==> src/rtl/load_align.sv <==
// rtl/load_align.sv - memory-read side load aligner
// Pairs registered load requests with the returned word, extracts bytes and merges split beats.
module load_align #(
  parameter int DATA_W = 32,
  parameter int TGT_W  = 5
) (
  input  logic              clk,
  input  logic              rst_n,
  input  logic              halt,
  input  logic              flush,
  input  logic              req_valid,
  input  logic [DATA_W-1:0] req_addr,
  input  logic [1:0]        req_size,
  input  logic              req_second,
  input  logic [TGT_W-1:0]  req_tgt,
  input  logic [DATA_W-1:0] mem_rdata,
  output logic              result_valid,
  output logic [DATA_W-1:0] result_data,
  output logic [TGT_W-1:0]  result_tgt,
  output logic              pending,
  output logic              protocol_err
);

  typedef enum logic {S_IDLE, S_WAIT_HI} state_t;

  state_t              r_state;
  state_t              w_state_nxt;

  logic                r_req_valid;
  logic [1:0]          r_off;
  logic [1:0]          r_size;
  logic                r_second;
  logic [TGT_W-1:0]    r_tgt;

  logic [DATA_W-1:0]   r_hold;
  logic [TGT_W-1:0]    r_hold_tgt;
  logic                r_hold_word;
  logic [1:0]          r_hold_off;
  logic                r_err;

  logic                r_res_valid;
  logic [DATA_W-1:0]   r_res_data;
  logic [TGT_W-1:0]    r_res_tgt;

  logic [DATA_W-1:0]   w_sh;
  logic [DATA_W-1:0]   w_size_mask;
  logic [DATA_W-1:0]   w_hold_mask;
  logic                w_crossing;
  logic [1:0]          w_neg_off;
  logic [DATA_W-1:0]   w_merge_word;
  logic [DATA_W-1:0]   w_merge_dbl;

  logic                w_res_valid;
  logic [DATA_W-1:0]   w_res_data;
  logic [TGT_W-1:0]    w_res_tgt;
  logic [DATA_W-1:0]   w_hold_nxt;
  logic [TGT_W-1:0]    w_hold_tgt_nxt;
  logic                w_hold_word_nxt;
  logic [1:0]          w_hold_off_nxt;
  logic                w_err_nxt;

  assign w_sh        = mem_rdata >> {r_off, 3'b000};
  assign w_hold_mask = {DATA_W{1'b1}} >> {r_off, 3'b000};
  assign w_crossing  = ((r_size == 2'd0) && (r_off != 2'd0)) ||
                       ((r_size == 2'd1) && (r_off == 2'd3));

  always_comb begin
    w_size_mask = '0;
    case (r_size)
      2'd0:    w_size_mask = {DATA_W{1'b1}};
      2'd1:    w_size_mask = {{(DATA_W-16){1'b0}}, 16'hFFFF};
      default: w_size_mask = {{(DATA_W-8){1'b0}}, 8'hFF};
    endcase
  end

  // 4-off in two bits; held offsets are always 1..3 so the wrap never matters
  assign w_neg_off    = 2'd0 - r_hold_off;
  assign w_merge_word = r_hold | (mem_rdata << {w_neg_off, 3'b000});
  assign w_merge_dbl  = {{(DATA_W-16){1'b0}}, mem_rdata[7:0], r_hold[7:0]};

  always_comb begin
    w_state_nxt     = r_state;
    w_res_valid     = 1'b0;
    w_res_data      = '0;
    w_res_tgt       = '0;
    w_hold_nxt      = r_hold;
    w_hold_tgt_nxt  = r_hold_tgt;
    w_hold_word_nxt = r_hold_word;
    w_hold_off_nxt  = r_hold_off;
    w_err_nxt       = r_err;
    if (flush) begin
      w_state_nxt = S_IDLE;
      w_hold_nxt  = '0;
    end else if (r_req_valid) begin
      if (r_second) begin
        if (r_state == S_WAIT_HI) begin
          w_res_valid = 1'b1;
          w_res_data  = r_hold_word ? w_merge_word : w_merge_dbl;
          w_res_tgt   = r_hold_tgt;
          w_state_nxt = S_IDLE;
          w_hold_nxt  = '0;
        end else begin
          w_err_nxt = 1'b1;
        end
      end else begin
        if (r_state == S_WAIT_HI) begin
          w_err_nxt = 1'b1;
        end
        if (w_crossing) begin
          w_hold_nxt      = w_sh & w_hold_mask;
          w_hold_tgt_nxt  = r_tgt;
          w_hold_word_nxt = (r_size == 2'd0);
          w_hold_off_nxt  = r_off;
          w_state_nxt     = S_WAIT_HI;
        end else begin
          w_res_valid = 1'b1;
          w_res_data  = w_sh & w_size_mask;
          w_res_tgt   = r_tgt;
          w_state_nxt = S_IDLE;
          w_hold_nxt  = '0;
        end
      end
    end
  end

  always_ff @(posedge clk or negedge rst_n) begin
    if (!rst_n) begin
      r_state     <= S_IDLE;
      r_req_valid <= 1'b0;
      r_off       <= '0;
      r_size      <= '0;
      r_second    <= 1'b0;
      r_tgt       <= '0;
      r_hold      <= '0;
      r_hold_tgt  <= '0;
      r_hold_word <= 1'b0;
      r_hold_off  <= '0;
      r_err       <= 1'b0;
      r_res_valid <= 1'b0;
      r_res_data  <= '0;
      r_res_tgt   <= '0;
    end else if (!halt) begin
      r_req_valid <= req_valid & ~flush;
      r_off       <= req_addr[1:0];
      r_size      <= req_size;
      r_second    <= req_second;
      r_tgt       <= req_tgt;
      r_state     <= w_state_nxt;
      r_hold      <= w_hold_nxt;
      r_hold_tgt  <= w_hold_tgt_nxt;
      r_hold_word <= w_hold_word_nxt;
      r_hold_off  <= w_hold_off_nxt;
      r_err       <= w_err_nxt;
      r_res_valid <= w_res_valid;
      r_res_data  <= w_res_data;
      r_res_tgt   <= w_res_tgt;
    end
  end

  assign result_valid = r_res_valid;
  assign result_data  = r_res_data;
  assign result_tgt   = r_res_tgt;
  assign pending      = (r_state == S_WAIT_HI);
  assign protocol_err = r_err;

endmodule

==> config.mk <==
export PLATFORM = sky130hd
export DESIGN_NAME = load_align
export DESIGN_NICKNAME = d
export VERILOG_FILES = /design/src/rtl/load_align.sv
export SDC_FILE = /design/constraint.sdc
export NUM_CORES = 1
export LEC_CHECK = 0
export ABC_AREA = 1
export CAP_MARGIN = 10
export CELL_PAD_IN_SITES_DETAIL_PLACEMENT = 1
export CELL_PAD_IN_SITES_GLOBAL_PLACEMENT = 2
export CORE_AREA = 5 5 128 154
export DETAILED_ROUTE_END_ITERATION = 7
export DIE_AREA = 0 0 133 159
export PLACE_DENSITY = 0.95
export SETUP_SLACK_MARGIN = 0.15
export SYNTH_ARGS = -nofsm -noshare
export SYNTH_HDL_FRONTEND = slang
export SYNTH_SLANG_ARGS = --single-unit
export TNS_END_PERCENT = 5
==> constraint.sdc <==
create_clock -name clk -period 3.97 [get_ports clk]
set_input_delay 0.5955 -clock clk [delete_from_list [all_inputs] [get_ports clk]]
set_output_delay 0.5955 -clock clk [all_outputs]
set_load 0.05 [all_outputs]
# Yosys cells after proc, flatten, opt, wreduce, memory -nomap -nowiden
# Index checks and enable logic that the tools add are counted.
# Widths: inputs -> output; s select.
op_classes:
  n_addsub: 1
  mul: 0
  div: 0
  n_lt_le_gt_ge: 0
  n_eq_ne: 4
  shift: 3
  n_mux: 29
  bitwise_logic: 7
  reduce_logical: 11
ops:
  columns: ["operator", "count"]
  rows:
  - ["$mux 32", 11]
  - ["$and 32x32->32", 2]
  - ["$pmux 32 s2", 1]
  - ["$or 32x32->32", 1]
  - ["$shl 32x5->32", 1]
  - ["$shr 32x5->32", 1]
  - ["$shr 32x5->32 const A", 1]
  - ["$mux 5", 5]
  - ["$mux 1", 12]
  - ["$reduce_and 5->1", 2]
  - ["$reduce_bool 2->1", 3]
  - ["$ne 3x3->1 const B", 1]
  - ["$not 1->1", 3]
  - ["$reduce_and 3->1", 1]
  - ["$eq 2x1->1 const B", 1]
  - ["$eq 2x2->1 const B", 1]
  - ["$logic_and 1x1->1", 2]
  - ["$logic_not 2->1", 1]
  - ["$ne 2x2->1 const B", 1]
  - ["$reduce_and 2->1", 1]
  - ["$sub 1x2->2 const A", 1]
  - ["$and 1x1->1", 1]
  - ["$logic_or 1x1->1", 1]
word_totals:
  regBits: 91
  latchBits: 0
  mem_bits_rw: 0
  rom_bits: 0
  inputBits: 77
  out_inout_bits: 40
  word_cells: 69
  memories: 0

# Logic depth before layout (Yosys ltp)
# Gate-level depths: netlist of the first run.
logic_depth:
  word_depth: 8
  mapped_depth: 11
  mapped_depth_nobuf: 9

# Least setup slack after synthesis of the first run
# OpenSTA, ideal clock, no wires.
synth_path:
  kind: "register to register"
  startpoint: "reg r_state (netlist: pending)"
  endpoint: "reg r_hold[0]"
  setup_ns: 0.083
  arrival_ns: 1.489
  t_required_ns: 3.887
  setup_slack_ns: 2.398
  stages_incl_launch_ff: 8
  path_buffers: 1
  period_less_slack_ns: 1.572
  cell_sequence: "dfrtp_1 inv_1 nand2_1 nand2_1 nand2_1 clkbuf_1 nand3_1 o22ai_1"
synth_between:
  elab_chain_len: 2
synth_lines:
  columns: ["element", "line_no", "rtl"]
  rows:
  - ["start: declaration", "26", "state_t r_state;"]
  - ["start signal: assignment", "148", "r_state <= w_state_nxt;"]
  - ["$ne 3x3->1 (no line)", null, null]
  - ["$reduce_and 3->1 (no line)", null, null]
  - ["end signal: assignment", "149", "r_hold <= w_hold_nxt;"]
  - ["end: declaration", "35", "logic [DATA_W-1:0] r_hold;"]
# No other way between the ends.
# A chain may end at the register's enable or synchronous reset.

==> results of run 1 <==
==> worst max-delay path: stages <==
cell and delay, ns:
sky130_fd_sc_hd__clkdlybuf4s50_1 0.80, sky130_fd_sc_hd__nor2_2 0.37, sky130_fd_sc_hd__inv_1 0.10, sky130_fd_sc_hd__nor2_2 0.55, sky130_fd_sc_hd__buf_12 0.26, sky130_fd_sc_hd__nand2_1 0.08, sky130_fd_sc_hd__nand2_1 0.07
==> stage by stage <==
stage	power (uW)	cell area, sq um	setup slack, ns	instances
5_1_grt	2706	6610	1.186	1073
3_5_place_dp	1698	6304	0.9508	1057
6_report	2574	6610	1.429	1073
2_1_floorplan	1447	5298	2.398	778
4_1_cts	2590	6610	1.350	1073
3_3_place_gp	1684	6304	1.107	1057
==> synthesized netlist by cell type (all sizes together) <==
library cell	n
a31oi	8
o211ai	4
dfrtp	91
nand3	58
clkbuf	16
nor2	67
nand4	3
o21ai	58
nand2	363
buf	24
a21oi	18
inv	56
o22ai	10
clkinv	1
a31o	1
==> kinds of logic after synthesis <==
group	after synthesis	synth area share, %
compound gates	99	10.53
buf+inv	97	8.148
flops	91	42.99
simple gates	491	38.33
==> worst min-delay path by stage <==
stage	startpoint	slack, ns	endpoint
global route	rst_n	0.34	result_tgt[2]
finish	rst_n	0.28	result_tgt[2]
global placement	protocol_err	0.46	protocol_err
detailed placement	protocol_err	0.46	protocol_err
floorplan	rst_n	0.30	pending
CTS	rst_n	0.31	result_tgt[2]
==> state kept, by name (all words and copies together), names as in the netlist <==
signal        cells
pending           1
protocol_err      1
r_hold           32
r_hold_off        2
r_hold_tgt        5
r_hold_word       1
r_off             2
r_req_valid       1
r_second          1
r_size            2
r_tgt             5
result_data      32
result_tgt        5
result_valid      1
==> per-layer routing <==
layer,routed length [um],vias to the layer above
met2,8968,124
met3,968,28
li1,-,2585
met5,0,-
met4,437,0
met1,8737,2556
==> layout make-up <==
| cell class | instances | area, sq um |
|---|---|---|
| Timing Repair Buffer | 95 | 938.4 |
| Clock buffer | 9 | 225.2 |
| Inverter | 57 | 214.0 |
| Multi-Input combinational cell | 590 | 2594 |
| Clock inverter | 7 | 81.33 |
| Tap cell | 224 | 280.3 |
| Fill cell | 2247 | 11430 |
| Sequential cell | 91 | 2277 |
==> power breakdown <==
part / internal [uW] / switching, uW / total [uW]
clock network: 449 / 438 / 887
registers: 974 / 70.5 / 1040
logic: 198 / 444 / 642
==> run summary, run 1 <==
SYNTHESIS
------------------------------------------------------------------------------------------
Syn_nets                                                                               855
Mean area per synthesized cell                                                 6.809 sq um
Mapped cell area                                                                5298 sq um
Count of warnings emitted by yosys                                                       0
Top cells by area in the synthesized netlist                                  sky130_fd_sc_hd__dfrtp_1, sky130_fd_sc_hd__nand2_1, sky130_fd_sc_hd__nand3_1, sky130_fd_sc_hd__nor2_1, sky130_fd_sc_hd__inv_1
Share of the synthesized area in the top cell type                                  42.99%
Count of state elements after synthesis                                                 91
Count of distinct cell types in the synthesized netlist                                 27
Cell type with the largest total area after synthesis                         sky130_fd_sc_hd__dfrtp_1
Sequential share of the synthesized area                                            42.99%
Cells after synthesis                                                                  778

STA
------------------------------------------------------------------------------------------
Worst clock skew                                                                0.01130 ns
Number of hold violations in the final report                                            0
Headroom to the max-slew limit                                                      23.22%
FMAX                                                                             393.5 MHz
Fin crit share                                                                      64.02%
Final critical-path required period                                               2.541 ns
RSZ-0062 raised after global routing                                                 false
Final slew viol count                                                                    0
Number of setup violations in the final report                                           0
Final total negative setup slack                                                      0 ns
WHS                                                                              0.2796 ns
Tightest Pin Transition                                                           1.150 ns

CLOCK NETWORK
------------------------------------------------------------------------------------------
CTS H-Tree Depth                                                                         3
Buffer levels on the longest clock path                                                  2
Insertion delay of the later-clocked pin in the worst-skew pair                    0.36 ns
Clock buffer count from CTS                                                              9
Setup fix buffers added after clock tree synthesis                                       0
Total number of clock tree sinks                                                        91
Clock edge transition at the registers on the reported setup and hold paths        0.08 ns
Buffer cell driving the clock tree root                                       sky130_fd_sc_hd__clkbuf_16
Post-cts repair resize count                                                             0
Hold buffer count at cts                                                                 0
Clock tree from TritonCTS                                                              yes

MIN PATH
------------------------------------------------------------------------------------------
Min-delay worst type                                                          input pin to async pin

DIE
------------------------------------------------------------------------------------------
Count of pins on the block boundary                                                    117
Die Height                                                                          159 um
Starting density of the core                                                        29.37%
Std cell rows                                                                           54
Die extent in x                                                                     133 um
Area of the core                                                               18040 sq um
Die Area                                                                       21150 sq um

POWER
------------------------------------------------------------------------------------------
Leakage power                                                                  0.003227 uW
IR Drop Worst-Case VDD                                                           0.2190 mV
P per Cell Area                                                               389.4 nW/um^2

FINISH
------------------------------------------------------------------------------------------
Final Util                                                                          36.64%
Post-layout net count                                                                  921
Antenna Cells                                                                            0
Commonest non-fill, non-tap cell in the layout                                sky130_fd_sc_hd__nand2_1
Top library cells by usage in the layout, fill and taps aside                 sky130_fd_sc_hd__nand2_1, sky130_fd_sc_hd__dfrtp_1, sky130_fd_sc_hd__clkdlybuf4s50_1, sky130_fd_sc_hd__nor2_1, sky130_fd_sc_hd__inv_1
Layout cell share with drive strength beyond 1                                      6.360%
Area growth from synthesis to layout                                                24.78%

ROUTING
------------------------------------------------------------------------------------------
DR vias                                                                               5293
Antenna-violating nets left                                                              0
Post-detailed-route via-to-cell ratio                                                4.933
Pre-antenna DRT Iters                                                                    5
Mean routed wirelength per cell                                                   17.81 um
Detailed Route WL                                                                 19110 um
DRC violation count after routing                                                        0
Iter 0 DRT Violations                                                                  375

CRITICAL PATH
------------------------------------------------------------------------------------------
Maximum fanout count along the critical path                                            25
Worst R2R Setup Slack                                                              1.53 ns
Worst reg2reg path endpoint                                                     r_hold[18]
Reg2Reg Depth                                                                            5
Crit start category                                                              input pin
Worst flop-to-flop path startpoint                                                r_off[0]
End point of the critical path                                                result_data[13]
Category of the critical setup timing path                                    input pin to flop
Required time at the worst-slack endpoint                                          4.27 ns
Kind of end point of the critical path                                                flop
Startpoint of the most critical setup path                                            halt
CP Data Arrival Time                                                               2.84 ns

GLOBAL ROUTING
------------------------------------------------------------------------------------------
Antenna violations before repair                                                         0
First-pass GRT wire length                                                        30950 um
Leftover overflow at the end of global routing                                           0
Routing layer with the top usage in global route                                      met2
Met3 capacity usage during global routing                                           3.793%
GRT Resource Usage Total                                                            18.40%
Pin count of the biggest net entering global routing                                    56
Via count of the first global-routing pass                                            5500
Met2 usage                                                                          29.51%
Met1 layer usage reported by global route                                           24.77%

PLACEMENT
------------------------------------------------------------------------------------------
Count of buffers from port buffering                                                    86
Final RePlAce weighted congestion                                                   0.8750
DP HPWL                                                                           13640 um

RUN STATUS
------------------------------------------------------------------------------------------
Result of the run                                                             finished clean

FLOW RUN
------------------------------------------------------------------------------------------
Maximum capacitance violations                                                           0

Note: power is estimated with default switching activity, not from simulation.
==> run 2: changes to the inputs <==
Settings changed: CORE_AREA 5 5 128 154 to 5 5 132 159, DIE_AREA 0 0 133 159 to 0 0 137 164, PLACE_DENSITY 0.95 to 0.91.
Clock period 3.97 ns to 2.5 ns, I/O delays scaled along.
==> run 2 against run 1 <==
Against the previous run:
- critical path depth is 6 lower
- die area is 6.2% higher
- count of clock-buffer cells in the layout stayed put
- highest routed layer unchanged
- final cell count is 4.7% higher
==> run summary, run 2 (synthesis gave the netlist of run 1 again) <==
DIE
------------------------------------------------------------------------------------------
Std cell rows                                                                           56   +3.7%
Die Height                                                                          164 um   +3.1%
Area of the core                                                               19270 sq um   +6.8%
Die Area                                                                       22470 sq um   +6.2%
Die extent in x                                                                     137 um   +3.0%
Count of pins on the block boundary                                                    117   unchanged
Starting density of the core                                                        27.49%   -1.9 points

FINISH
------------------------------------------------------------------------------------------
Top library cells by usage in the layout, fill and taps aside                 sky130_fd_sc_hd__nand2_1, sky130_fd_sc_hd__dfrtp_1, sky130_fd_sc_hd__clkdlybuf4s50_1, sky130_fd_sc_hd__nor2_1, sky130_fd_sc_hd__inv_1
Area growth from synthesis to layout                                                27.44%
Post-layout net count                                                                  934   +1.4%
Final Cell Area                                                                 6751 sq um   +2.1%
Final non-filler cell total                                                           1123   +4.7%
Filler Cell Count                                                                     2460   +9.5%
Commonest non-fill, non-tap cell in the layout                                sky130_fd_sc_hd__nand2_1
Layout cell share with drive strength beyond 1                                      7.541%   +1.2 points
Antenna Cells                                                                            0   unchanged

PLACEMENT
------------------------------------------------------------------------------------------
Placed cell count                                                                     1106   +4.6%
Final RePlAce weighted congestion                                                   0.8645   -1.2%
Count of buffers from port buffering                                                    86   unchanged
Post-placement cell area                                                        6437 sq um   +2.1%
DP HPWL                                                                           14040 um   +2.9%

RUN STATUS
------------------------------------------------------------------------------------------
Result of the run                                                             finished clean

CLOCK NETWORK
------------------------------------------------------------------------------------------
Post-cts repair resize count                                                             0   unchanged
Buffer cell driving the clock tree root                                       sky130_fd_sc_hd__clkbuf_16
Insertion delay of the later-clocked pin in the worst-skew pair                    0.37 ns   about the same
Clock edge transition at the registers on the reported setup and hold paths        0.07 ns   about the same
Total number of clock tree sinks                                                        91   unchanged
Clock buffer count from CTS                                                              9   unchanged
Setup fix buffers added after clock tree synthesis                                       0   unchanged
Buffer levels on the longest clock path                                                  2   unchanged
Hold buffer count at cts                                                                 1   +1
Clock tree from TritonCTS                                                              yes
CTS H-Tree Depth                                                                         3   unchanged

CRITICAL PATH
------------------------------------------------------------------------------------------
Maximum fanout count along the critical path                                             4   -84%
Kind of end point of the critical path                                        primary output
Count of buffer and inverter cells on the critical path                                  1   -2
Ordered list of cells on the worst path                                       clkdlybuf4s50_1
CP Data Arrival Time                                                               1.60 ns   -1.24 ns
Top Family by Delay on Critical Path                                          buffers and inverters
Category of the critical setup timing path                                    flop to primary output
Largest stage delay, worst path                                                    0.83 ns   +0.03 ns
Required time at the worst-slack endpoint                                          2.12 ns   -2.15 ns
Crit start category                                                                   flop
Slowest cell on crit path                                                     sky130_fd_sc_hd__clkdlybuf4s50_1

STA
------------------------------------------------------------------------------------------
Number of setup violations in the final report                                           0   unchanged
Final critical-path required period                                               1.976 ns
Final total negative setup slack                                                      0 ns   unchanged
Fin crit share                                                                      79.02%
Worst clock skew                                                                0.01394 ns   +0.002644 ns
FMAX                                                                             506.2 MHz
Headroom to the max-slew limit                                                      58.41%   +35 points
Tightest Pin Transition                                                          0.6231 ns   -0.5273 ns
Number of hold violations in the final report                                            0   unchanged
Final slew viol count                                                                    0   unchanged
RSZ-0062 raised after global routing                                                 false

ROUTING
------------------------------------------------------------------------------------------
DRC violation count after routing                                                        0   unchanged
Detailed Route WL                                                                 19090 um   -0.10%
Iter 0 DRT Violations                                                                  312   -17%
Pre-antenna DRT Iters                                                                    4   -1
Mean routed wirelength per cell                                                   17.00 um   -4.6%
Post-detailed-route via-to-cell ratio                                                4.750   -3.7%
DR vias                                                                               5334   +0.77%
Antenna-violating nets left                                                              0   unchanged

POWER
------------------------------------------------------------------------------------------
Sw frac                                                                             36.68%   -0.33 points
Power share of the clock group                                                       34.3%   -0.2 points
Portion of total power attributed to sequential cells                                39.1%   -1.5 points
IR Drop Worst-Case VDD                                                           0.3301 mV   +51%
NetSw                                                                              1511 uW   +59%
Cell internal pwr                                                                  2608 uW   +61%
Logic gate share of total power                                                      26.6%   +1.7 points
Leakage power                                                                  0.003290 uW   +2.0%
P per Cell Area                                                               610.1 nW/um^2   +57%

GLOBAL ROUTING
------------------------------------------------------------------------------------------
Leftover overflow at the end of global routing                                           0   unchanged
Via count of the first global-routing pass                                            5610   +2.0%
Antenna violations before repair                                                         0   unchanged
First-pass GRT wire length                                                        30810 um   -0.45%
GRT Resource Usage Total                                                            17.72%   -0.68 points
Pin count of the biggest net entering global routing                                    42   -25%

MIN PATH
------------------------------------------------------------------------------------------
Min-delay worst type                                                          flop to flop

FLOW RUN
------------------------------------------------------------------------------------------
Maximum capacitance violations                                                           0   unchanged

## run 2: cell types whose count changed in the layout (fill, tap and decap cells not counted)
| cell | previous run | this run |
|---|---|---|
| sky130_fd_sc_hd__nor2_2 | 5 | 4 |
| sky130_fd_sc_hd__nor2_1 | 60 | 61 |
| sky130_fd_sc_hd__inv_8 | 2 | 1 |
| sky130_fd_sc_hd__clkinv_4 | 2 | 1 |
| sky130_fd_sc_hd__inv_6 | 1 | 3 |
| sky130_fd_sc_hd__buf_4 | 9 | 21 |
| sky130_fd_sc_hd__dlygate4sd3_1 | 0 | 1 |
## run 2: final cells by class
cell class	count	area (sq um)	share of cell area, %
flip-flops and latches	91	2277	33.73
multi-input cells	590	2591	38.38
inverters	57	214.0	3.169
well taps	261	326.6	4.837
clock inverters	7	78.83	1.168
clock buffers	9	225.2	3.336
repair buffers	108	1039	15.38
## run 2: worst paths after layout
path                                 start         endpoint  slack (ns)  cells past startpoint
setup / recovery                   pending          pending        0.52                      1
hold / removal             result_data[15]  result_data[15]        0.48                      2
setup reg to reg                  r_off[1]   result_data[5]        0.66                      7
hold reg to reg            result_data[15]  result_data[15]        0.48                      2
max in group asynchronous            rst_n       r_hold[21]        1.34                      3
min in group asynchronous            rst_n    result_tgt[1]        0.49                      2
## run 2: power by group through the flow
stage	registers [uW]	clock network, uW	logic, uW
finish	1610	1410	1100
global route	1620	1500	1210
CTS	1610	1450	1100
detailed placement	1640	0	1100
global placement	1640	0	1090
floorplan	1670	0	631
## run 2: routing by layer
metal | GRT usage [%] | up-vias | routed length, um
li1 | - | 2601 | -
met1 | 23.49 | 2599 | 8600
met2 | 29.00 | 113 | 9136
met3 | 3.615 | 21 | 1016
met4 | 5.490 | 0 | 337
met5 | 0 | - | 0
## run 2: worst reg2reg max path, cell delays in order, from the launching register on
cell                      delay (ns)
sky130_fd_sc_hd__dfrtp_1        0.49
sky130_fd_sc_hd__inv_2          0.37
sky130_fd_sc_hd__nand2_1        0.09
sky130_fd_sc_hd__nand2_1        0.09
sky130_fd_sc_hd__nand3_2        0.30
sky130_fd_sc_hd__o21ai_1        0.29
sky130_fd_sc_hd__nand2_1        0.07
sky130_fd_sc_hd__nand2_1        0.07
## run 2: stage by stage
stage	hold WS [ns]	setup slack [ns]	util [%]	power [uW]
finish	0.4765	0.5244	35.04	4119
global route	0.5056	0.4657	35.04	4330
CTS	0.4831	0.4917	35.04	4164
detailed placement	0.3700	0.5598	33.41	2735
global placement	0.3651	0.5872	33.41	2722
floorplan	0.07941	0.9283	-	2297
==> run 3: changes to the inputs <==
Settings changed: CORE_AREA 5 5 132 159 to 5 5 139 168, DIE_AREA 0 0 137 164 to 0 0 144 173, PLACE_DENSITY 0.91 to 0.87.
Clock period 2.5 ns to 1.6 ns, I/O delays scaled along.
==> run 3 against run 2 <==
Against the previous run:
- final cell count rose by 5.7%
- via count rose by 2.8%
- routed wire length rose by 7.4%
- critical path depth rose by 8
- setup slack got worse by 0.38 ns
- clock power rose by 53%
- sequential cell count did not move
- clock skew fell by 0.0058 ns
- sequential share of layout area fell by 2.6 points
- count of clock-buffer cells in the layout did not move
- combinational power rose by 93%
- critical endpoint is now result_data[9]
- highest routed layer unchanged
==> run summary, run 3 (synthesis gave the netlist of run 1 again) <==
RUN STATUS
------------------------------------------------------------------------------------------
Result of the run                                                             finished clean

STA
------------------------------------------------------------------------------------------
Final total negative setup slack                                                      0 ns   unchanged
FMAX                                                                             686.9 MHz
Tightest Pin Transition                                                          0.4873 ns   -0.1358 ns
Number of setup violations in the final report                                           0   unchanged
WHS                                                                              0.3720 ns   -0.1046 ns
Final critical-path required period                                               1.456 ns
Fin crit share                                                                      90.99%
Final slew viol count                                                                    0   unchanged
Final setup margin                                                               0.1441 ns   -0.3803 ns
Number of hold violations in the final report                                            0   unchanged
RSZ-0062 raised after global routing                                                  true
Worst clock skew                                                               0.008134 ns   -0.005811 ns
Headroom to the max-slew limit                                                      67.51%   +9.1 points

CRITICAL PATH
------------------------------------------------------------------------------------------
CP Data Arrival Time                                                               1.71 ns   +0.11 ns
Kind of end point of the critical path                                                flop
Worst R2R Setup Slack                                                              0.14 ns   -0.52 ns
Largest stage delay, worst path                                                    0.42 ns   -0.41 ns
Maximum fanout count along the critical path                                             7   +3
Required time at the worst-slack endpoint                                          1.85 ns   -0.27 ns
Slowest cell on crit path                                                     sky130_fd_sc_hd__dfrtp_2
Crit start category                                                                   flop
Ordered list of cells on the worst path                                       clkinv_4 -> clkbuf_16 -> clkbuf_4 -> nor2_1 -> o21ai_2 -> nand2_1 -> nand2_1 -> nand2_1 -> nand2_1
Category of the critical setup timing path                                    flop to flop
CP dominant cell by count                                                     sky130_fd_sc_hd__nand2_1

ROUTING
------------------------------------------------------------------------------------------
Pre-antenna DRT Iters                                                                    5   +1
DR vias                                                                               5485   +2.8%
Detailed Route WL                                                                 20510 um   +7.4%
Mean routed wirelength per cell                                                   17.28 um   +1.6%
Antenna-violating nets left                                                              0   unchanged
Post-detailed-route via-to-cell ratio                                                4.621   -2.7%
DRC violation count after routing                                                        0   unchanged
Iter 0 DRT Violations                                                                  396   +27%

GLOBAL ROUTING
------------------------------------------------------------------------------------------
Antenna violations before repair                                                         0   unchanged
Pin count of the biggest net entering global routing                                    32   -24%
Via count of the first global-routing pass                                            5631   +0.37%
First-pass GRT wire length                                                        31480 um   +2.2%
GRT Resource Usage Total                                                            16.14%   -1.6 points
Leftover overflow at the end of global routing                                           0   unchanged

CLOCK NETWORK
------------------------------------------------------------------------------------------
Buffer cell driving the clock tree root                                       sky130_fd_sc_hd__clkbuf_16
Clock edge transition at the registers on the reported setup and hold paths        0.08 ns   about the same
Clock buffer count from CTS                                                              9   unchanged
Clock tree from TritonCTS                                                              yes
Buffer levels on the longest clock path                                                  2   unchanged
Total number of clock tree sinks                                                        91   unchanged
CTS H-Tree Depth                                                                         3   unchanged
Insertion delay of the later-clocked pin in the worst-skew pair                    0.36 ns   about the same

FINISH
------------------------------------------------------------------------------------------
Post-layout net count                                                                  985   +5.5%
Final non-filler cell total                                                           1187   +5.7%
Commonest non-fill, non-tap cell in the layout                                sky130_fd_sc_hd__nand2_1
Area growth from synthesis to layout                                                38.66%
Antenna Cells                                                                            0   unchanged
Layout cell share with drive strength beyond 1                                      19.82%   +12 points
Top library cells by usage in the layout, fill and taps aside                 sky130_fd_sc_hd__nand2_1, sky130_fd_sc_hd__buf_4, sky130_fd_sc_hd__dfrtp_1, sky130_fd_sc_hd__nor2_1, sky130_fd_sc_hd__inv_1
Final Cell Area                                                                 7346 sq um   +8.8%

DIE
------------------------------------------------------------------------------------------
Die extent in x                                                                     144 um   +5.1%
Die Area                                                                       24910 sq um   +11%
Count of pins on the block boundary                                                    117   unchanged
Area of the core                                                               21480 sq um   +11%
Starting density of the core                                                        24.66%   -2.8 points
Std cell rows                                                                           59   +5.4%
Die Height                                                                          173 um   +5.5%

PLACEMENT
------------------------------------------------------------------------------------------
Count of buffers from port buffering                                                    86   unchanged
Worst Setup Slack post-DPL                                                      -0.1392 ns   -0.6990 ns
Post-placement cell area                                                        6708 sq um   +4.2%
DP HPWL                                                                           14940 um   +6.5%
Placed cell count                                                                     1151   +4.1%
Final RePlAce weighted congestion                                                   0.8390   -2.9%

POWER
------------------------------------------------------------------------------------------
Leakage power                                                                  0.003688 uW   +12%
IR Drop Worst-Case VDD                                                           0.5228 mV   +58%
P per Cell Area                                                               924.9 nW/um^2   +52%

MIN PATH
------------------------------------------------------------------------------------------
Min-delay worst type                                                          input pin to async pin

FLOW RUN
------------------------------------------------------------------------------------------
Maximum capacitance violations                                                           0   unchanged

run 3: cell count changes in the layout (fill, tap and decap cells not counted), moves of 6 or more:
cell / before / now
sky130_fd_sc_hd__buf_12: 1 / 11
sky130_fd_sc_hd__o21ai_0: 38 / 31
sky130_fd_sc_hd__buf_6: 0 / 6
sky130_fd_sc_hd__o21ai_1: 15 / 22
sky130_fd_sc_hd__nand2_2: 1 / 17
sky130_fd_sc_hd__buf_4: 21 / 89
sky130_fd_sc_hd__nand2_1: 362 / 346
sky130_fd_sc_hd__clkdlybuf4s50_1: 85 / 45
run 3: what timing repair did:
action	4_1_cts	5_1_grt
endpoints found under the hold margin	28	0
hold buffers	1	0
gates cloned	0	6
resized for setup	15	36
buffers inserted	4	9
endpoints found under the setup margin	66	59
pin swaps	1	9
run 3: final cells by class:
class / count / area [sq um]
Fill cell: 2643 / 14140
Inverter: 57 / 226.5
Multi-Input combinational cell: 591 / 2674
Sequential cell: 91 / 2283
Clock buffer: 9 / 225.2
Timing Repair Buffer: 158 / 1529
Tap cell: 274 / 342.8
Clock inverter: 7 / 65.06
run 3: power by group:
part           switching [uW]  internal [uW]  leakage [uW]
sequential               95.0           2420       0.00123
combinational            1300            814       0.00232
clock                    1060           1100      0.000141
total                    2460           4330       0.00369
run 3: worst paths after layout:
check / endpoint / depth (start not counted) / startpoint
setup / recovery: result_data[9] / 9 / r_off[0]
min in group clk: r_tgt[4] / 3 / req_tgt[4]
hold reg to reg: result_data[16] / 2 / result_data[16]
max in group asynchronous: result_data[3] / 3 / rst_n
hold / removal: r_hold_tgt[2] / 2 / rst_n
setup reg to reg: result_data[9] / 9 / r_off[0]
run 3: stage by stage:
| step | utilization, % | power [uW] |
|---|---|---|
| 2_1_floorplan | - | 3590 |
| 3_3_place_gp | 31.22 | 4416 |
| 3_5_place_dp | 31.22 | 4440 |
| 4_1_cts | 32.98 | 6685 |
| 5_1_grt | 34.20 | 7148 |
| 6_report | 34.20 | 6794 |
run 3: routing by layer:
layer / vias up / part of all wire (%) / track usage [%] / routed length [um]
li1: 2722 / - / - / -
met5: - / 0 / 0 / 0
met2: 109 / 48 / 26.55 / 9934
met3: 30 / 4.5 / 3.177 / 915
met1: 2624 / 44 / 21.10 / 9066
met4: 0 / 2.9 / 5.298 / 590
run 3: critical path: cells and delay by family (launching register included):
kind / cells / cell delay [ns]
buffers and inverters: 3 / 0.45
and+or+nand+nor: 5 / 0.37
AOI/OAI and AO/OA: 1 / 0.09
DFF: 1 / 0.42
